==> src/rtl/hdlverifier_capture_pkg.sv <==
// Shared encodings for the multi-channel capture block: FSM states and trigger modes.
package hdlverifier_capture_pkg;

  typedef enum logic [1:0] {
    ST_IDLE = 2'd0,
    ST_PRE  = 2'd1,
    ST_POST = 2'd2,
    ST_FULL = 2'd3
  } state_t;

  localparam logic [1:0] TRIG_LEVEL     = 2'd0;
  localparam logic [1:0] TRIG_EDGE      = 2'd1;
  localparam logic [1:0] TRIG_PATTERN   = 2'd2;
  localparam logic [1:0] TRIG_IMMEDIATE = 2'd3;

endpackage

==> src/rtl/hdlverifier_sdpram.sv <==
// Simple dual-port RAM, one clock; read data registered 1 cycle, old data on same-address collision.
// No backpressure: one write and one read accepted every cycle.
module hdlverifier_sdpram #(
  parameter int WIDTH = 8,
  parameter int DEPTH = 64,
  parameter int AW    = $clog2(DEPTH)
) (
  input  logic             clk,
  input  logic             reset,
  input  logic             we,
  input  logic [AW-1:0]    waddr,
  input  logic [WIDTH-1:0] wdata,
  input  logic             re,
  input  logic [AW-1:0]    raddr,
  output logic [WIDTH-1:0] rdata
);

  logic [WIDTH-1:0] mem [DEPTH];

  always_ff @(posedge clk) begin
    if (we) mem[waddr] <= wdata;
  end

  // rdata holds between reads; only the output register is cleared by reset.
  always_ff @(posedge clk) begin
    if (reset)   rdata <= '0;
    else if (re) rdata <= mem[raddr];
  end

endmodule

==> src/rtl/hdlverifier_capture_data_mc.sv <==
// Multi-channel windowed capture into a tagged ring-buffer RAM; writes land 1 cycle after the sample, reads 1 cycle.
// No backpressure: samples are taken whenever clk_enable is high in PRE/POST; run low aborts.
module hdlverifier_capture_data_mc
  import hdlverifier_capture_pkg::*;
#(
  parameter int DATA_WIDTH = 8,
  parameter int NUM_CH     = 2,
  parameter int ADDR_WIDTH = 6
) (
  input  logic                         clk,
  input  logic                         reset,
  input  logic                         clk_enable,
  input  logic [NUM_CH*DATA_WIDTH-1:0] data,
  input  logic                         trigger,
  input  logic [1:0]                   trigger_mode,
  input  logic [NUM_CH*DATA_WIDTH-1:0] trig_mask,
  input  logic [NUM_CH*DATA_WIDTH-1:0] trig_value,
  input  logic [ADDR_WIDTH-1:0]        trigger_pos,
  input  logic [ADDR_WIDTH-1:0]        number_of_windows,
  input  logic                         run,
  output logic                         ready_to_capture,
  output logic                         flag_full,
  output logic [ADDR_WIDTH:0]          captured_window_count,
  input  logic                         rd,
  input  logic [ADDR_WIDTH-1:0]        raddr,
  output logic [NUM_CH*DATA_WIDTH:0]   rd_data
);

  localparam int DW = NUM_CH * DATA_WIDTH;

  typedef logic [ADDR_WIDTH-1:0] addr_t;
  typedef logic [ADDR_WIDTH:0]   cnt_t;

  localparam addr_t AW_L    = addr_t'(ADDR_WIDTH);
  localparam cnt_t  DEPTH_C = cnt_t'(1) << ADDR_WIDTH;

  state_t        state, state_nx;
  logic          run_d, run_rise, sample;
  logic          trig_prev, hit, armed;
  logic          take_smp, tag_smp, win_done, last_win;

  logic [1:0]    cfg_mode;
  logic [DW-1:0] cfg_mask, cfg_value;
  addr_t         cfg_wmask, cfg_tp;
  cnt_t          cfg_nwin;

  addr_t         nw_in, wmask_in, tp_in;
  cnt_t          nwin_in;

  addr_t         base, wptr, pre_cnt, post_cnt;
  cnt_t          count, count_inc;

  logic          wr_en;
  addr_t         wr_addr;
  logic [DW:0]   wr_dat;

  assign run_rise  = run & ~run_d;
  assign sample    = clk_enable & run;
  assign armed     = (pre_cnt >= cfg_tp);
  assign count_inc = count + cnt_t'(1);
  assign last_win  = (count_inc == cfg_nwin);

  // Window geometry from the raw config, latched on the arm edge.
  always_comb begin
    nw_in    = (number_of_windows > AW_L) ? AW_L : number_of_windows;
    wmask_in = addr_t'((DEPTH_C >> nw_in) - cnt_t'(1));
    tp_in    = (trigger_pos > wmask_in) ? wmask_in : trigger_pos;
    nwin_in  = cnt_t'(1) << nw_in;
  end

  always_comb begin
    hit = 1'b0;
    case (cfg_mode)
      TRIG_LEVEL:     hit = trigger;
      TRIG_EDGE:      hit = trigger & ~trig_prev;
      TRIG_PATTERN:   hit = ((data ^ cfg_value) & cfg_mask) == '0;
      TRIG_IMMEDIATE: hit = 1'b1;
      default:        hit = 1'b0;
    endcase
  end

  always_ff @(posedge clk) begin
    if (reset) state <= ST_IDLE;
    else       state <= state_nx;
  end

  always_comb begin
    state_nx = state;
    take_smp = 1'b0;
    tag_smp  = 1'b0;
    win_done = 1'b0;
    unique case (state)
      ST_IDLE: if (run_rise) state_nx = ST_PRE;
      ST_PRE: begin
        if (sample) begin
          take_smp = 1'b1;
          if (armed && hit) begin
            tag_smp = 1'b1;
            if (cfg_tp != cfg_wmask) state_nx = ST_POST;
            else                     win_done = 1'b1;
          end
        end
      end
      ST_POST: begin
        if (sample) begin
          take_smp = 1'b1;
          if (post_cnt == cfg_wmask - cfg_tp - addr_t'(1)) win_done = 1'b1;
        end
      end
      ST_FULL: state_nx = ST_FULL;
    endcase
    if (win_done) state_nx = last_win ? ST_FULL : ST_PRE;
    if (!run)     state_nx = ST_IDLE;
  end

  always_ff @(posedge clk) begin
    if (reset) begin
      run_d            <= 1'b0;
      trig_prev        <= 1'b0;
      cfg_mode         <= TRIG_LEVEL;
      cfg_mask         <= '0;
      cfg_value        <= '0;
      cfg_wmask        <= '0;
      cfg_tp           <= '0;
      cfg_nwin         <= '0;
      base             <= '0;
      wptr             <= '0;
      pre_cnt          <= '0;
      post_cnt         <= '0;
      count            <= '0;
      wr_en            <= 1'b0;
      wr_addr          <= '0;
      wr_dat           <= '0;
      ready_to_capture <= 1'b0;
      flag_full        <= 1'b0;
    end else begin
      run_d <= run;
      if (clk_enable) trig_prev <= trigger;

      if (run_rise) begin
        cfg_mode  <= trigger_mode;
        cfg_mask  <= trig_mask;
        cfg_value <= trig_value;
        cfg_wmask <= wmask_in;
        cfg_tp    <= tp_in;
        cfg_nwin  <= nwin_in;
        base      <= '0;
        wptr      <= '0;
        pre_cnt   <= '0;
        post_cnt  <= '0;
        count     <= '0;
      end else if (!run) begin
        count <= '0;
      end else if (win_done) begin
        count    <= count_inc;
        base     <= base + cfg_wmask + addr_t'(1);
        wptr     <= '0;
        pre_cnt  <= '0;
        post_cnt <= '0;
      end else if (take_smp) begin
        wptr <= (wptr + addr_t'(1)) & cfg_wmask;
        // pre_cnt saturates at tp: it only has to answer "armed yet?".
        if (state == ST_PRE && pre_cnt < cfg_tp) pre_cnt <= pre_cnt + addr_t'(1);
        if (state == ST_POST) post_cnt <= post_cnt + addr_t'(1);
      end

      wr_en   <= take_smp;
      wr_addr <= base + wptr;
      wr_dat  <= {tag_smp, data};

      ready_to_capture <= (state == ST_PRE) || (state == ST_POST);
      flag_full        <= (state == ST_FULL);
    end
  end

  assign captured_window_count = count;

  hdlverifier_sdpram #(
    .WIDTH (DW + 1),
    .DEPTH (2 ** ADDR_WIDTH),
    .AW    (ADDR_WIDTH)
  ) u_ram (
    .clk   (clk),
    .reset (reset),
    .we    (wr_en),
    .waddr (wr_addr),
    .wdata (wr_dat),
    .re    (rd),
    .raddr (raddr),
    .rdata (rd_data)
  );

endmodule

==> config.mk <==
export PLATFORM = sky130hd
export DESIGN_NAME = hdlverifier_capture_data_mc
export DESIGN_NICKNAME = d
export VERILOG_FILES = /design/src/rtl/hdlverifier_capture_pkg.sv /design/src/rtl/hdlverifier_sdpram.sv /design/src/rtl/hdlverifier_capture_data_mc.sv
export SDC_FILE = /design/constraint.sdc
export NUM_CORES = 1
export LEC_CHECK = 0
export BUFFER_PORTS_ARGS = -buffer_cell sky130_fd_sc_hd__buf_2
export CAP_MARGIN = 20
export CELL_PAD_IN_SITES_DETAIL_PLACEMENT = 1
export CELL_PAD_IN_SITES_GLOBAL_PLACEMENT = 2
export CORE_MARGIN = 4
export CORE_UTILIZATION = 45
export DETAILED_ROUTE_END_ITERATION = 12
export HOLD_SLACK_MARGIN = 0.12
export MAX_ROUTING_LAYER = met4
export PLACE_DENSITY = 0.71
export SYNTH_ARGS = -nofsm -noshare
export SYNTH_HDL_FRONTEND = slang
export SYNTH_SLANG_ARGS = --single-unit
==> constraint.sdc <==
create_clock -name clk -period 6.06 [get_ports clk]
set_input_delay 1.212 -clock clk [delete_from_list [all_inputs] [get_ports clk]]
set_output_delay 1.212 -clock clk [all_outputs]
set_load 0.02 [all_outputs]
=== After elaboration in Yosys (flattened, before gate mapping) ===
Memories as Yosys holds them, arrays and structs flattened. A register that Yosys moved wholly into a read port is not among the register bits.
Index checks and enable logic that the tools add are counted.

* Bits in registers: 114
* RAM bits: 1,088
* Input bits: 74
* Output and inout port bits: 26
* Memories: 1

* $add $sub $neg: 10
* Order comparisons: 4
* Eq/ne operators: 13
* Shift-type cells: 2
* Mux-type cells: 29
* Bitwise logic cells: 11
* Reductions and logical operators: 20

{| class="wikitable"
|+ Memories
! memory !! depth !! width !! rd ports !! clocked after Yosys merged registers in !! write ports !! RTL line !! source
|-
| u_ram.mem || 64 || 17 || 1 || 1 || 1 || hdlverifier_sdpram.sv:18 || <nowiki>logic [WIDTH-1:0] mem [DEPTH];</nowiki>
|}

{| class="wikitable"
|+ Operator list
! operator !! number
|-
| 6-bit 2-to-1 mux || 10
|-
| 6-bit by 1-bit adder with 6-bit output, second input constant || 4
|-
| 16-bit bitwise AND || 1
|-
| 16-bit zero test || 1
|-
| 16-bit bitwise XOR || 1
|-
| 6-bit adder || 2
|-
| 2-bit 2-to-1 mux || 6
|-
| 3-bit inequality test, second input constant || 4
|-
| 6-bit by 1-bit subtractor with 6-bit output, second input constant || 2
|-
| 1-bit 2-to-1 mux || 10
|-
| 2-bit == test, second input constant || 4
|-
| 7-bit by 1-bit adder with 7-bit output, second input constant || 1
|-
| 7-bit == test || 1
|-
| 1-bit by 6-bit << shifter with 7-bit output, first input constant || 1
|-
| 7-bit by 6-bit >> shifter with 6-bit output, first input constant || 1
|-
| 6-bit bitwise AND || 1
|-
| 6-bit == test || 1
|-
| 6-bit >= comparator || 1
|-
| 6-bit by 3-bit > comparator with 1-bit output, second input constant || 1
|-
| 6-bit > comparator || 1
|-
| 6-bit < comparator || 1
|-
| 6-bit inequality test || 1
|-
| 2-bit case mux with 3 select lines || 1
|-
| 3-bit AND reduction || 2
|-
| other kinds (15) || 30
|}

=== Longest topological paths before layout ===
Gate-level depths: netlist of run 1.

* Depth in word-level cells: 10
* Gate-level depth with buffers: 13

=== Cells and area by module ===
From an unflattened synthesis of run 1, not the netlist that was laid out.

* Cell total of the unflattened synthesis: 2,739
* Area total of the unflattened synthesis: 48,086.1 µm²

{| class="wikitable"
|+ Modules (own cells, without submodules)
! module !! times used !! cells an instance !! area each (µm²) !! sequential area each (µm²)
|-
| hdlverifier_sdpram || 1 || 2,157 || 42,604.6 || 33,011.7
|-
| hdlverifier_capture_data_mc || 1 || 582 || 5,481.5 || 2,282.2
|}

=== Worst setup path after synthesis of run 1 ===
OpenSTA, ideal clock, no wires.

* Kind: input-to-reg
* Start point: input number_of_windows[1]
* End point: register cfg_tp[0]
* Setup time: 0.135 ns
* Arrival time: 4.188 ns
* Data required time: 5.925 ns
* Path slack: 1.737 ns
* Cell stages on the path: 11
* Path through: a2111oi_0 -> ha_1 -> ha_1 -> nor2b_1 -> o21a_1 -> o21a_1 -> o21a_1 -> o21a_1 -> o22ai_1 -> mux2i_1 -> o22ai_1

* Cells in the longest elaborated chain, start to end: 6

{| class="wikitable"
|+ RTL lines
! what !! RTL line !! source
|-
| start: declaration || hdlverifier_capture_data_mc.sv:19 || <nowiki>input logic [ADDR_WIDTH-1:0] number_of_windows,</nowiki>
|-
| 6-bit by 3-bit > comparator with 1-bit output || hdlverifier_capture_data_mc.sv:65 || <nowiki>nw_in = (number_of_windows > AW_L) ? AW_L : number_of_windows;</nowiki>
|-
| 6-bit 2-to-1 mux * || hdlverifier_capture_data_mc.sv:65 ||
|-
| 7-bit by 6-bit >> shifter with 6-bit output * || hdlverifier_capture_data_mc.sv:66 || <nowiki>wmask_in = addr_t'((DEPTH_C >> nw_in) - cnt_t'(1));</nowiki>
|-
| 6-bit by 1-bit subtractor with 6-bit output * || hdlverifier_capture_data_mc.sv:66 ||
|-
| 6-bit > comparator || hdlverifier_capture_data_mc.sv:67 || <nowiki>tp_in = (trigger_pos > wmask_in) ? wmask_in : trigger_pos;</nowiki>
|-
| 6-bit 2-to-1 mux * || hdlverifier_capture_data_mc.sv:67 ||
|-
| end signal: assignment || hdlverifier_capture_data_mc.sv:145 || <nowiki>cfg_tp <= tp_in;</nowiki>
|-
| end: declaration || hdlverifier_capture_data_mc.sv:44 || <nowiki>addr_t cfg_wmask, cfg_tp;</nowiki>
|}

Every way passes the cells marked *; elsewhere a longest branch is shown, timed or not.
A chain may end at the register's enable or synchronous reset.

=== Worst setup path after layout of run 1 ===
* Start point: input number_of_windows[1]
* End point: register cfg_tp[0]

* Cells in the longest elaborated chain, start to end: 6

{| class="wikitable"
|+ RTL lines
! what !! RTL line !! source
|-
| 6-bit by 3-bit > comparator with 1-bit output || hdlverifier_capture_data_mc.sv:65 ||
|-
| 6-bit 2-to-1 mux * || hdlverifier_capture_data_mc.sv:65 ||
|-
| 7-bit by 6-bit >> shifter with 6-bit output * || hdlverifier_capture_data_mc.sv:66 ||
|-
| 6-bit by 1-bit subtractor with 6-bit output * || hdlverifier_capture_data_mc.sv:66 ||
|-
| via wmask_in[0] || hdlverifier_capture_data_mc.sv:47 || <nowiki>addr_t nw_in, wmask_in, tp_in;</nowiki>
|-
| 6-bit > comparator || hdlverifier_capture_data_mc.sv:67 ||
|-
| 6-bit 2-to-1 mux * || hdlverifier_capture_data_mc.sv:67 ||
|}

The timed path passes the listed nets; every way through them passes the cells marked *.

==> metrics.txt, run 1 <==
# TYPE chip_impl_metric gauge
chip_impl_info{name="outcome",value="completed"} 1
chip_impl_metric{name="io_buffer_count",unit=""} 99
chip_impl_metric{name="hold_depth",unit=""} 1
chip_impl_metric{name="synth_edf_count",unit=""} 1088
chip_impl_metric{name="grt_overflow",unit=""} 0
chip_impl_metric{name="final_layout_size_suffix_gt1_share",unit="%"} 29.43
chip_impl_metric{name="utilization",unit="%"} 52.34
chip_impl_metric{name="powerDensity",unit="mW/mm2"} 326.9
chip_impl_metric{name="worstRegToRegCells",unit=""} 9
chip_impl_metric{name="drt.antenna.violating_nets",unit=""} 0
chip_impl_metric{name="place_congestion",unit=""} 0.8009
chip_impl_metric{name="multiInputGateArea",unit="mm2"} 0.01159
chip_impl_metric{name="synth.lib_cells_used.distinct",unit=""} 59
chip_impl_metric{name="final.setup.worst_slack",unit="ns"} 2.188
chip_impl_metric{name="irDropWorstVdd",unit="V"} 0.0002419
chip_impl_metric{name="synth_fp_nets",unit=""} 2393
chip_impl_metric{name="grt_start_max_net_pins",unit=""} 91
chip_impl_metric{name="drt_first_iter_violations",unit=""} 2664
chip_impl_metric{name="cap_violations",unit=""} 0
chip_impl_metric{name="rows",unit=""} 118
chip_impl_metric{name="postCtsSetupBuffers",unit=""} 0
chip_impl_info{name="final_common_cell",value="sky130_fd_sc_hd__edfxtp_1"} 1
chip_impl_info{name="commonest_cells_after_routing_fill_and_taps_aside",value="1088 x sky130_fd_sc_hd__edfxtp_1, 340 x sky130_fd_sc_hd__mux4_2, 132 x sky130_fd_sc_hd__clkbuf_16, 114 x sky130_fd_sc_hd__dfxtp_1, 95 x sky130_fd_sc_hd__buf_2"} 1
chip_impl_metric{name="pre_cts_slack",unit="ns"} 1.519
chip_impl_metric{name="antenna_found_initial",unit=""} 1
chip_impl_metric{name="vias_per_cell",unit=""} 5.896
chip_impl_info{name="grt_setup_unrepaired",value="false"} 1
chip_impl_metric{name="wire_length_of_the_first_global_routing_pass",unit="um"} 174800
chip_impl_info{name="crit_path_start_kind",value="input pin"} 1
chip_impl_metric{name="clock_skew",unit="ns"} 0.02400
chip_impl_metric{name="clock.fmax",unit="GHz"} 0.2583
chip_impl_info{name="ys_dominant_reg_cell",value="sky130_fd_sc_hd__edfxtp_1"} 1
chip_impl_metric{name="worst_slew_pin_slew",unit="ns"} 1.147
chip_impl_metric{name="top_level_ports",unit=""} 100
chip_impl_metric{name="synthToLayoutAreaGrowth",unit="%"} 14.70
chip_impl_metric{name="insertion_delay",unit="ns"} 0.73
chip_impl_metric{name="area_enclosed_by_the_die_boundary",unit="mm2"} 0.1108
chip_impl_metric{name="grtUsageTotal",unit="%"} 22.32
chip_impl_info{name="cts_tree",value="yes"} 1
chip_impl_metric{name="path_clk_slew",unit="ns"} 0.05
chip_impl_metric{name="cp_data_arrival_time",unit="ns"} 4.43
chip_impl_metric{name="fill_cell_instance_count_of_the_final_layout",unit=""} 9173
chip_impl_metric{name="final.setup.tns",unit="ns"} 0
chip_impl_metric{name="sequential_cell_area",unit="mm2"} 0.03532
chip_impl_metric{name="dr_total_vias",unit=""} 23466
chip_impl_metric{name="synthCells",unit=""} 2279
chip_impl_metric{name="cts_sinks",unit=""} 1219
chip_impl_metric{name="die_outline_width",unit="um"} 332.9
chip_impl_metric{name="synth-warning-count",unit=""} 0
chip_impl_metric{name="fin_crit_sh",unit="%"} 63.89
chip_impl_metric{name="route.detailed.wl_per_inst",unit="um"} 29.90
chip_impl_metric{name="drc_errors",unit=""} 0
chip_impl_metric{name="worst-path-max-fanout",unit=""} 8
chip_impl_metric{name="vias_in_the_first_global_route",unit=""} 25404
chip_impl_info{name="critPathCaptureType",value="flip-flop"} 1
chip_impl_metric{name="initial_utilization",unit="%"} 45.63
chip_impl_metric{name="drt_wl_total",unit="um"} 119000
chip_impl_metric{name="detailedPlacementHpwl",unit="um"} 68160
chip_impl_metric{name="required_time_of_the_critical_path",unit="ns"} 6.61
chip_impl_metric{name="ys_async_sr_fraction",unit="%"} 0
chip_impl_metric{name="core_region_area",unit="mm2"} 0.1041
chip_impl_metric{name="final-setup-viol-count",unit=""} 0
chip_impl_metric{name="tritoncts.num_buffers",unit=""} 130
chip_impl_metric{name="h-tree-depth",unit=""} 4
chip_impl_info{name="clock_tree.root_cell",value="sky130_fd_sc_hd__clkbuf_16"} 1
chip_impl_info{name="critPathKind",value="in -> reg"} 1
chip_impl_metric{name="layout_min_cycle_time",unit="ns"} 3.872
chip_impl_metric{name="dieHeight",unit="um"} 332.9
chip_impl_metric{name="fin_nets",unit=""} 2611
chip_impl_metric{name="hold_violation_count_in_the_final_report",unit=""} 0
chip_impl_metric{name="synth.ff_latch_count",unit=""} 1219
chip_impl_metric{name="timing.final.max_slew_violations",unit=""} 0
chip_impl_metric{name="register_area_share_after_synthesis",unit="%"} 74.31
chip_impl_metric{name="synth_area",unit="mm2"} 0.04750
chip_impl_metric{name="leakagePower",unit="nW"} 17.36
chip_impl_metric{name="synthesis.area_per_instance",unit="um2"} 20.84
chip_impl_metric{name="cts_hold_buf",unit=""} 0
chip_impl_metric{name="relSlewSlack",unit="%"} 22.90
chip_impl_metric{name="longest_clk_path_bufs",unit=""} 3
chip_impl_info{name="worstHoldPathType",value="reg -> reg"} 1
chip_impl_metric{name="count_of_cells_resized_by_post_cts_repair",unit=""} 0
chip_impl_metric{name="detailedRoute.firstPassIterationCount",unit=""} 6
==> area by class of cell <==
type,instances,area share [%]
multi-input cells,913,21.28
well taps,1380,3.169
clock inverters,59,1.112
repair buffers,203,2.871
inverters,30,0.2067
diodes,1,0.004593
flip-flops and latches,1219,64.83
clock buffers,175,6.525
==> kinds of logic after synthesis <==
| family | share of synthesized area, % |
|---|---|
| flip-flops | 74.31 |
| buffers and inverters | 1.394 |
| AO/OA/AOI/OAI | 2.858 |
| multiplexers | 16.40 |
| adder cells (fa/ha/maj) | 1.101 |
| XOR/XNOR | 1.070 |
| AND/OR/NAND/NOR | 2.871 |
==> state kept, by name (all words and copies together) (netlist names), 2 cells and up <==
signal                 flops
base                       6
captured_window_count      7
cfg_mask                  16
cfg_mode                   2
cfg_nwin                   7
cfg_tp                     6
cfg_value                 16
cfg_wmask                  6
post_cnt                   6
pre_cnt                    6
state                      2
u_ram.mem               1088
u_ram.rdata               17
wptr                       6
wr_addr                    6
wr_dat                    17
==> layer usage <==
| layer | up-vias | GRT usage [%] | routed length, um |
|---|---|---|---|
| li1 | 9886 | - | - |
| met1 | 12523 | 30.17 | 48540 |
| met2 | 890 | 34.84 | 57800 |
| met3 | 167 | 4.542 | 9515 |
| met4 | 0 | 6.447 | 3161 |
| met5 | - | - | 0 |
==> worst max-delay path, stage by stage <==
cell and delay [ns]:
sky130_fd_sc_hd__buf_2 0.14, sky130_fd_sc_hd__a2111oi_0 0.55, sky130_fd_sc_hd__buf_4 0.24, sky130_fd_sc_hd__ha_1 0.27, sky130_fd_sc_hd__ha_1 0.31, sky130_fd_sc_hd__nor2b_1 0.14
sky130_fd_sc_hd__o21a_1 0.16, sky130_fd_sc_hd__o21a_1 0.16, sky130_fd_sc_hd__o21a_1 0.17, sky130_fd_sc_hd__o21a_1 0.16, sky130_fd_sc_hd__o22ai_1 0.56, sky130_fd_sc_hd__mux2i_1 0.26
sky130_fd_sc_hd__o22ai_1 0.09
==> synthesized netlist by cell type (13+ instances only) <==
cell	count	area share, %
sky130_fd_sc_hd__a21oi_1	20	0.21
sky130_fd_sc_hd__a221oi_1	17	0.31
sky130_fd_sc_hd__a22o_1	52	0.96
sky130_fd_sc_hd__buf_1	21	0.17
sky130_fd_sc_hd__buf_2	19	0.20
sky130_fd_sc_hd__clkbuf_1	61	0.48
sky130_fd_sc_hd__dfxtp_1	131	5.5
sky130_fd_sc_hd__edfxtp_1	1088	69
sky130_fd_sc_hd__ha_1	37	0.97
sky130_fd_sc_hd__inv_1	30	0.24
sky130_fd_sc_hd__mux2i_1	13	0.27
sky130_fd_sc_hd__mux4_2	340	16
sky130_fd_sc_hd__nand2_1	41	0.32
sky130_fd_sc_hd__nand2b_1	29	0.38
sky130_fd_sc_hd__nand3_1	25	0.26
sky130_fd_sc_hd__nor2_1	104	0.82
sky130_fd_sc_hd__nor2b_1	29	0.38
sky130_fd_sc_hd__o21ai_0	21	0.22
sky130_fd_sc_hd__o22ai_1	24	0.32
sky130_fd_sc_hd__xnor2_1	29	0.53
sky130_fd_sc_hd__xor2_1	29	0.53
==> worst paths after layout <==
path | from | to | slack (ns)
setup reg to reg | pre_cnt[0]$_SDFFE_PP0P_ | captured_window_count[3]$_SDFFE_PP0N_ | 2.51
hold / removal | cfg_mask[3]$_SDFFE_PP0P_ | cfg_mask[3]$_SDFFE_PP0P_ | 0.48
setup / recovery | number_of_windows[1] | cfg_tp[0]$_SDFFE_PP0P_ | 2.19
hold reg to reg | cfg_mask[3]$_SDFFE_PP0P_ | cfg_mask[3]$_SDFFE_PP0P_ | 0.48
==> where the power goes <==
group          switching, mW  leakage, nW  internal, mW
logic                  0.473         4.64         0.351
registers             0.0626         10.7          9.17
clock network           3.20         2.03          4.56
==> per-stage QoR <==
stage	area [um2]	cells	total power, mW	hold WS (ns)
6_report	54480	3980	17.81	0.4765
5_1_grt	54480	3979	18.43	0.4945
4_1_cts	54280	3970	17.99	0.4813
3_5_place_dp	50120	3736	10.23	0.4684
3_3_place_gp	50060	3733	10.20	0.4607
2_1_floorplan	47500	2279	9.908	0.4443
(Power assumes the default switching activity.)
==> run 2, diff against run 1 <==
--- a/config.mk
+++ b/config.mk
@@ -14,7 +14,7 @@
 export DETAILED_ROUTE_END_ITERATION = 12
 export HOLD_SLACK_MARGIN = 0.12
 export MAX_ROUTING_LAYER = met4
-export PLACE_DENSITY = 0.71
+export PLACE_DENSITY = 0.74
 export SYNTH_ARGS = -nofsm -noshare
 export SYNTH_HDL_FRONTEND = slang
 export SYNTH_SLANG_ARGS = --single-unit
==> constraint.sdc (replaced) <==
create_clock -name clk -period 3.55 [get_ports clk]
set_input_delay 0.71 -clock clk [delete_from_list [all_inputs] [get_ports clk]]
set_output_delay 0.71 -clock clk [all_outputs]
set_load 0.02 [all_outputs]
==> run 2 against run 1 <==
  * Global-route usage shrank 0.28 points
  * Highest routed layer unchanged
  * First-iteration DRC count shrank 6.9%
  * Routed wire length shrank 0.93%
  * Worst setup slack lost 1.8 ns
  * Sequential power rose by 71%
  * Cell area is 0.69% higher
  * Die area did not move
  * Largest cell class unchanged
  * Largest power group unchanged
  * Combinational power is 75% higher
  * Sequential share of layout area fell by 0.45 points
  * Register-to-register slack worse by 2.1 ns
==> metrics.txt, run 2 (synthesis gave the netlist of run 1 again) <==
# TYPE chip_impl_metric gauge
chip_impl_info{name="outcome",value="completed"} 1
chip_impl_metric{name="area_enclosed_by_the_die_boundary",unit="mm2"} 0.1108
chip_impl_metric{name="multiInputGateArea",unit="mm2"} 0.01157
chip_impl_metric{name="fin_crit_sh",unit="%"} 89.08
chip_impl_metric{name="dieHeight",unit="um"} 332.9
chip_impl_metric{name="worst-path-max-fanout",unit=""} 10
chip_impl_metric{name="count_of_cells_resized_by_post_cts_repair",unit=""} 0
chip_impl_info{name="largest_register",value="u_ram.mem"} 1
chip_impl_metric{name="flip_flop_count_of_the_largest_register_all_copies_and_words_added",unit=""} 1088
chip_impl_metric{name="vias_per_cell",unit=""} 5.887
chip_impl_metric{name="longest_clk_path_bufs",unit=""} 3
chip_impl_metric{name="timing.final.max_slew_violations",unit=""} 0
chip_impl_metric{name="rows",unit=""} 118
chip_impl_metric{name="final-setup-viol-count",unit=""} 0
chip_impl_metric{name="initial_utilization",unit="%"} 45.63
chip_impl_metric{name="synthToLayoutAreaGrowth",unit="%"} 15.49
chip_impl_metric{name="grtUsageTotal",unit="%"} 22.04
chip_impl_metric{name="leakagePower",unit="nW"} 17.64
chip_impl_info{name="critPathCaptureType",value="flip-flop"} 1
chip_impl_metric{name="detailedRoute.firstPassIterationCount",unit=""} 5
chip_impl_metric{name="fill_cell_instance_count_of_the_final_layout",unit=""} 9215
chip_impl_metric{name="powerDensity",unit="mW/mm2"} 549.2
chip_impl_info{name="largestRegisters",value="u_ram.mem x1088, u_ram.rdata x17, wr_dat x17"} 1
chip_impl_info{name="worstHoldPathType",value="in -> reg"} 1
chip_impl_info{name="commonest_cells_after_routing_fill_and_taps_aside",value="1088 x sky130_fd_sc_hd__edfxtp_1, 340 x sky130_fd_sc_hd__mux4_2, 141 x sky130_fd_sc_hd__buf_4, 124 x sky130_fd_sc_hd__clkbuf_16, 114 x sky130_fd_sc_hd__dfxtp_1"} 1
chip_impl_info{name="grt_setup_unrepaired",value="false"} 1
chip_impl_metric{name="final_design_area_no_fill",unit="mm2"} 0.05485
chip_impl_metric{name="clock_skew",unit="ns"} 0.04506
chip_impl_metric{name="cts_hold_buf",unit=""} 0
chip_impl_metric{name="h-tree-depth",unit=""} 3
chip_impl_metric{name="path_clk_slew",unit="ns"} 0.06
chip_impl_metric{name="drt.antenna.violating_nets",unit=""} 0
chip_impl_metric{name="route.detailed.wl_per_inst",unit="um"} 29.23
chip_impl_metric{name="tritoncts.num_buffers",unit=""} 120
chip_impl_metric{name="cts_sinks",unit=""} 1219
chip_impl_metric{name="place_congestion",unit=""} 0.8233
chip_impl_metric{name="io_buffer_count",unit=""} 99
chip_impl_metric{name="drc_errors",unit=""} 0
chip_impl_metric{name="cp_data_arrival_time",unit="ns"} 3.73
chip_impl_metric{name="drt_wl_total",unit="um"} 117900
chip_impl_metric{name="grt_start_max_net_pins",unit=""} 67
chip_impl_metric{name="cap_violations",unit=""} 0
chip_impl_metric{name="hold_violation_count_in_the_final_report",unit=""} 0
chip_impl_metric{name="clock.fmax",unit="GHz"} 0.3162
chip_impl_info{name="crit_path_start_kind",value="flip-flop"} 1
chip_impl_metric{name="detailedPlacementHpwl",unit="um"} 72360
chip_impl_metric{name="layout_min_cycle_time",unit="ns"} 3.162
chip_impl_metric{name="drt_first_iter_violations",unit=""} 2479
chip_impl_metric{name="antenna_found_initial",unit=""} 3
chip_impl_metric{name="placed_area",unit="mm2"} 0.05069
chip_impl_metric{name="finalPower",unit="mW"} 30.13
chip_impl_metric{name="die_outline_width",unit="um"} 332.9
chip_impl_metric{name="sequential_cell_area",unit="mm2"} 0.03532
chip_impl_metric{name="irDropWorstVdd",unit="V"} 0.0005064
chip_impl_metric{name="relSlewSlack",unit="%"} 31.59
chip_impl_metric{name="required_time_of_the_critical_path",unit="ns"} 4.12
chip_impl_metric{name="fin_nets",unit=""} 2662
chip_impl_metric{name="final_layout_size_suffix_gt1_share",unit="%"} 31.06
chip_impl_info{name="cts_tree",value="yes"} 1
chip_impl_metric{name="worst_slew_pin_slew",unit="ns"} 1.026
chip_impl_metric{name="vias_in_the_first_global_route",unit=""} 25514
chip_impl_metric{name="wire_length_of_the_first_global_routing_pass",unit="um"} 174600
chip_impl_metric{name="grt_overflow",unit=""} 0
chip_impl_info{name="clock_tree.root_cell",value="sky130_fd_sc_hd__clkbuf_16"} 1
chip_impl_metric{name="insertion_delay",unit="ns"} 0.72
chip_impl_info{name="critPathKind",value="reg -> reg"} 1
chip_impl_metric{name="core_region_area",unit="mm2"} 0.1041
chip_impl_metric{name="top_level_ports",unit=""} 100
chip_impl_metric{name="postCtsSetupBuffers",unit=""} 0
chip_impl_info{name="final_common_cell",value="sky130_fd_sc_hd__edfxtp_1"} 1
chip_impl_metric{name="dr_total_vias",unit=""} 23749
-- run 2: cell type report --
cell class	count	share of cell area, %
multi-input cells	913	21.09
inverters	30	0.2053
clock inverters	80	1.483
diodes	1	0.004562
clock buffers	147	5.905
repair buffers	264	3.786
flip-flops and latches	1219	64.38
well taps	1380	3.148
-- run 2: per-layer routing --
layer  wire [um]  global-route usage [%]
met5           0                       -
met4        2598                   4.773
met3        8210                   3.814
met2       57990                   35.30
met1       49120                   30.14
-- run 2: metrics by stage --
step	TNS, ns	instances	setup slack (ns)	util (%)	hold WS (ns)
2_1_floorplan	0	2279	0.07710	-	0.4443
3_3_place_gp	0	3800	0.02936	48.68	0.4636
3_5_place_dp	-0.7348	3801	-0.1644	48.70	0.4686
4_1_cts	0	4028	0.3948	52.59	0.1802
5_1_grt	0	4033	0.2818	52.70	0.1893
6_report	0	4034	0.3878	52.70	0.2264
-- run 2: worst paths after layout --
kind                                          startpoint                   endpoint  slack (ns)  cells after the start
worst max-delay path              cfg_tp[0]$_SDFFE_PP0P_   post_cnt[2]$_SDFFE_PP0P_        0.39                     12
worst min register to register  cfg_nwin[6]$_SDFFE_PP0P_   cfg_nwin[6]$_SDFFE_PP0P_        0.48                      2
worst min-delay path                       trig_value[8]  cfg_value[8]$_SDFFE_PP0P_        0.23                      2
worst max register to register    cfg_tp[0]$_SDFFE_PP0P_   post_cnt[2]$_SDFFE_PP0P_        0.39                     12
-- run 2: critical path: stages, from the launching register on --
cell	delay, ns
sky130_fd_sc_hd__dfxtp_1	0.33
sky130_fd_sc_hd__inv_1	0.07
sky130_fd_sc_hd__ha_1	0.21
sky130_fd_sc_hd__fa_1	0.40
sky130_fd_sc_hd__xor2_1	0.21
sky130_fd_sc_hd__xnor2_1	0.14
sky130_fd_sc_hd__nand3_1	0.10
sky130_fd_sc_hd__nor4_2	0.52
sky130_fd_sc_hd__nand2_1	0.27
sky130_fd_sc_hd__and2_1	0.36
sky130_fd_sc_hd__o21ai_2	0.17
sky130_fd_sc_hd__buf_4	0.19
sky130_fd_sc_hd__nor2_1	0.06
-- run 2: where the power goes --
group          leakage (nW)  internal, mW  switching (mW)
Clock                  1.98          7.50            5.39
Combinational          4.96         0.652           0.789
Sequential             10.7          15.6           0.148
==> run 3, diff against run 2 <==
--- a/config.mk
+++ b/config.mk
@@ -14,7 +14,7 @@
 export DETAILED_ROUTE_END_ITERATION = 12
 export HOLD_SLACK_MARGIN = 0.12
 export MAX_ROUTING_LAYER = met4
-export PLACE_DENSITY = 0.74
+export PLACE_DENSITY = 0.71
 export SYNTH_ARGS = -nofsm -noshare
 export SYNTH_HDL_FRONTEND = slang
 export SYNTH_SLANG_ARGS = --single-unit
==> constraint.sdc (replaced) <==
create_clock -name clk -period 3.5 [get_ports clk]
set_input_delay 0.7 -clock clk [delete_from_list [all_inputs] [get_ports clk]]
set_output_delay 0.7 -clock clk [all_outputs]
set_load 0.02 [all_outputs]
==> run 3 against run 2 <==
  * Utilization is 0.052 points higher
  * Clock power is 3% higher
  * Count of clock-buffer cells in the layout is 24 higher
  * Fmax is 7.1% higher
  * Die area stayed put
  * First-iteration DRC count is 11% lower
  * Worst setup slack better by 0.16 ns
  * Critical path depth stayed put
  * Largest cell class unchanged
  * Highest routed layer unchanged
==> metrics.txt, run 3 (synthesis gave the netlist of run 1 again) <==
# TYPE chip_impl_metric gauge
chip_impl_info{name="outcome",value="completed"} 1
chip_impl_metric{name="finalPower",unit="mW"} 30.73
chip_impl_metric{name="place_congestion",unit=""} 0.8375
chip_impl_metric{name="whs",unit="ns"} 0.1860
chip_impl_metric{name="grt_overflow",unit=""} 0
chip_impl_metric{name="utilization",unit="%"} 52.75
chip_impl_metric{name="io_buffer_count",unit=""} 99
chip_impl_metric{name="drt_first_iter_violations",unit=""} 2216
chip_impl_info{name="worst_setup_path_startpoint",value="cfg_tp[0]$_SDFFE_PP0P_"} 1
chip_impl_metric{name="route.detailed.wl_per_inst",unit="um"} 28.99
chip_impl_metric{name="detailedPlacementHpwl",unit="um"} 71600
chip_impl_metric{name="cap_violations",unit=""} 0
chip_impl_metric{name="leakagePower",unit="nW"} 17.60
chip_impl_metric{name="hold_violation_count_in_the_final_report",unit=""} 0
chip_impl_metric{name="vias_in_the_first_global_route",unit=""} 25394
chip_impl_metric{name="detailedRoute.firstPassIterationCount",unit=""} 5
chip_impl_metric{name="final.setup.worst_slack",unit="ns"} 0.5482
chip_impl_metric{name="irDropWorstVdd",unit="V"} 0.0003875
chip_impl_info{name="grt_setup_unrepaired",value="false"} 1
chip_impl_metric{name="core_region_area",unit="mm2"} 0.1041
chip_impl_info{name="critPathCaptureType",value="flip-flop"} 1
chip_impl_metric{name="tritoncts.num_buffers",unit=""} 130
chip_impl_info{name="cts_tree",value="yes"} 1
chip_impl_metric{name="fin_nets",unit=""} 2657
chip_impl_metric{name="antenna_found_initial",unit=""} 3
chip_impl_metric{name="fin_crit_sh",unit="%"} 84.34
chip_impl_metric{name="dieHeight",unit="um"} 332.9
chip_impl_metric{name="final-setup-viol-count",unit=""} 0
chip_impl_metric{name="synthToLayoutAreaGrowth",unit="%"} 15.61
chip_impl_metric{name="cp_data_arrival_time",unit="ns"} 3.57
chip_impl_metric{name="drt.antenna.violating_nets",unit=""} 0
chip_impl_info{name="commonest_cells_after_routing_fill_and_taps_aside",value="1088 x sky130_fd_sc_hd__edfxtp_1, 340 x sky130_fd_sc_hd__mux4_2, 130 x sky130_fd_sc_hd__clkbuf_16, 122 x sky130_fd_sc_hd__buf_4, 114 x sky130_fd_sc_hd__dfxtp_1"} 1
chip_impl_info{name="largest_register",value="u_ram.mem"} 1
chip_impl_metric{name="longest_clk_path_bufs",unit=""} 3
chip_impl_info{name="critPathSlowestCell",value="sky130_fd_sc_hd__nor4_2"} 1
chip_impl_metric{name="worst-path-max-fanout",unit=""} 6
chip_impl_metric{name="h-tree-depth",unit=""} 4
chip_impl_metric{name="relSlewSlack",unit="%"} 40.52
chip_impl_metric{name="timing.critical_path.slowest_cell_delay",unit="ns"} 0.43
chip_impl_metric{name="drt_wl_total",unit="um"} 116800
chip_impl_info{name="largestRegisters",value="u_ram.mem x1088, u_ram.rdata x17, wr_dat x17"} 1
chip_impl_metric{name="grtUsageTotal",unit="%"} 21.88
chip_impl_metric{name="grt_start_max_net_pins",unit=""} 83
chip_impl_metric{name="clock_skew",unit="ns"} 0.02251
chip_impl_metric{name="insertion_delay",unit="ns"} 0.74
chip_impl_metric{name="required_time_of_the_critical_path",unit="ns"} 4.12
chip_impl_metric{name="die_outline_width",unit="um"} 332.9
chip_impl_metric{name="worst_slew_pin_slew",unit="ns"} 0.8922
chip_impl_metric{name="powerDensity",unit="mW/mm2"} 559.7
chip_impl_metric{name="postCtsSetupBuffers",unit=""} 0
chip_impl_info{name="clock_tree.root_cell",value="sky130_fd_sc_hd__clkbuf_16"} 1
chip_impl_metric{name="critical_path_buf_inv_count",unit=""} 2
chip_impl_metric{name="rows",unit=""} 118
chip_impl_metric{name="area_enclosed_by_the_die_boundary",unit="mm2"} 0.1108
chip_impl_metric{name="final_layout_size_suffix_gt1_share",unit="%"} 30.71
chip_impl_metric{name="timing.final.max_slew_violations",unit=""} 0
chip_impl_metric{name="pre_cts_slack",unit="ns"} -0.06401
chip_impl_info{name="cp-endpoint",value="captured_window_count[2]$_SDFFE_PP0N_"} 1
chip_impl_metric{name="wire_length_of_the_first_global_routing_pass",unit="um"} 173000
chip_impl_info{name="critical_path.cell_chain",value="inv_1 > ha_1 > fa_1 > xor2_1 > xnor2_1 > nand3_1 > nor4_2 > nand2_1 > a21oi_2 > buf_4 > a21oi_1 > a31o_2"} 1
chip_impl_info{name="critical_path.reg2reg.startpoint",value="cfg_tp[0]$_SDFFE_PP0P_"} 1
chip_impl_metric{name="flip_flop_count_of_the_largest_register_all_copies_and_words_added",unit=""} 1088
chip_impl_metric{name="initial_utilization",unit="%"} 45.63
chip_impl_info{name="final_common_cell",value="sky130_fd_sc_hd__edfxtp_1"} 1
chip_impl_metric{name="layout_min_cycle_time",unit="ns"} 2.952
chip_impl_metric{name="path_clk_slew",unit="ns"} 0.06
chip_impl_metric{name="worstSetupPathDepth",unit=""} 12
chip_impl_info{name="worstHoldPathType",value="in -> reg"} 1
chip_impl_metric{name="dr_total_vias",unit=""} 23433
chip_impl_metric{name="ff2ff_setup_slack",unit="ns"} 0.55
chip_impl_metric{name="cts_sinks",unit=""} 1219
chip_impl_metric{name="vias_per_cell",unit=""} 5.818
chip_impl_info{name="critPathKind",value="reg -> reg"} 1
chip_impl_metric{name="count_of_cells_resized_by_post_cts_repair",unit=""} 0
chip_impl_info{name="critical-path-top-delay-family",value="simple AND/OR/NAND/NOR gates"} 1
chip_impl_metric{name="clock.fmax",unit="GHz"} 0.3388
chip_impl_metric{name="top_level_ports",unit=""} 100
chip_impl_info{name="crit-reg2reg-capture",value="captured_window_count[2]$_SDFFE_PP0N_"} 1
chip_impl_metric{name="drc_errors",unit=""} 0
chip_impl_metric{name="worstRegToRegCells",unit=""} 12
chip_impl_metric{name="cts_hold_buf",unit=""} 0
chip_impl_info{name="crit_path_start_kind",value="flip-flop"} 1
## run 3: cell count changes in the layout (fill, tap and decap cells not counted), moves of 2 or more
| cell | delta |
|---|---|
| sky130_fd_sc_hd__buf_12 | +6 |
| sky130_fd_sc_hd__buf_4 | -19 |
| sky130_fd_sc_hd__bufinv_16 | -7 |
| sky130_fd_sc_hd__clkbuf_1 | +16 |
| sky130_fd_sc_hd__clkbuf_16 | +6 |
| sky130_fd_sc_hd__clkbuf_8 | +2 |
| sky130_fd_sc_hd__clkinv_2 | -14 |
| sky130_fd_sc_hd__clkinv_4 | -3 |
| sky130_fd_sc_hd__clkinv_8 | +6 |
| sky130_fd_sc_hd__clkinvlp_4 | -3 |
| sky130_fd_sc_hd__diode_2 | +3 |
| sky130_fd_sc_hd__inv_16 | +3 |
| sky130_fd_sc_hd__nor2_1 | -12 |
| sky130_fd_sc_hd__nor2_2 | +12 |
## run 3: worst min-delay path by stage
stage / from / slack [ns] / to / depth (start not counted)
final: trig_value[6] / 0.19 / cfg_value[6]$_SDFFE_PP0P_ / 2
after global routing: trig_value[6] / 0.15 / cfg_value[6]$_SDFFE_PP0P_ / 2
after CTS: trig_value[7] / 0.13 / cfg_value[7]$_SDFFE_PP0P_ / 2
after detailed placement: cfg_mask[2]$_SDFFE_PP0P_ / 0.47 / cfg_mask[2]$_SDFFE_PP0P_ / 1
after global placement: cfg_mask[12]$_SDFFE_PP0P_ / 0.46 / cfg_mask[12]$_SDFFE_PP0P_ / 1
after floorplan: cfg_nwin[0]$_SDFFE_PP0P_ / 0.44 / cfg_nwin[0]$_SDFFE_PP0P_ / 2
## run 3: worst register-to-register path, cell delays in order, from the launching register on
cell and delay (ns):
sky130_fd_sc_hd__dfxtp_1 0.33, sky130_fd_sc_hd__inv_1 0.08, sky130_fd_sc_hd__ha_1 0.21, sky130_fd_sc_hd__fa_1 0.41, sky130_fd_sc_hd__xor2_1 0.20, sky130_fd_sc_hd__xnor2_1 0.13, sky130_fd_sc_hd__nand3_1 0.12, sky130_fd_sc_hd__nor4_2 0.43
sky130_fd_sc_hd__nand2_1 0.23, sky130_fd_sc_hd__a21oi_2 0.22, sky130_fd_sc_hd__buf_4 0.19, sky130_fd_sc_hd__a21oi_1 0.08, sky130_fd_sc_hd__a31o_2 0.22
## run 3: routing by layer
metal	GRT usage, %	routed length (um)	part of all wire (%)
met1	30.51	50720	43
met4	5.270	2339	2.0
met3	3.744	6785	5.8
met2	34.18	56940	49
met5	-	0	0
## run 3: report_power, final
part	internal (mW)	total (mW)	switching, mW
registers	15.9	16.0	0.128
clock network	7.60	13.3	5.66
logic	0.659	1.48	0.818
## run 3: layout make-up
class	count	area, um2
fill	9197	49180
sequential	1219	35320
multi-input combinational	913	11600
clock buffer	171	3477
timing repair buffer	249	2022
tap	1380	1727
clock inverter	62	646.9
inverter	30	112.6
antenna	4	10.01
## run 3: per-stage QoR
stage / cells / area, um2 / setup TNS [ns]
after floorplan: 2279 / 47500 / 0
after global routing: 4024 / 54900 / 0
after detailed placement: 3782 / 50590 / -0.2302
after CTS: 4015 / 54720 / 0
final: 4028 / 54910 / 0
after global placement: 3781 / 50570 / -0.1190
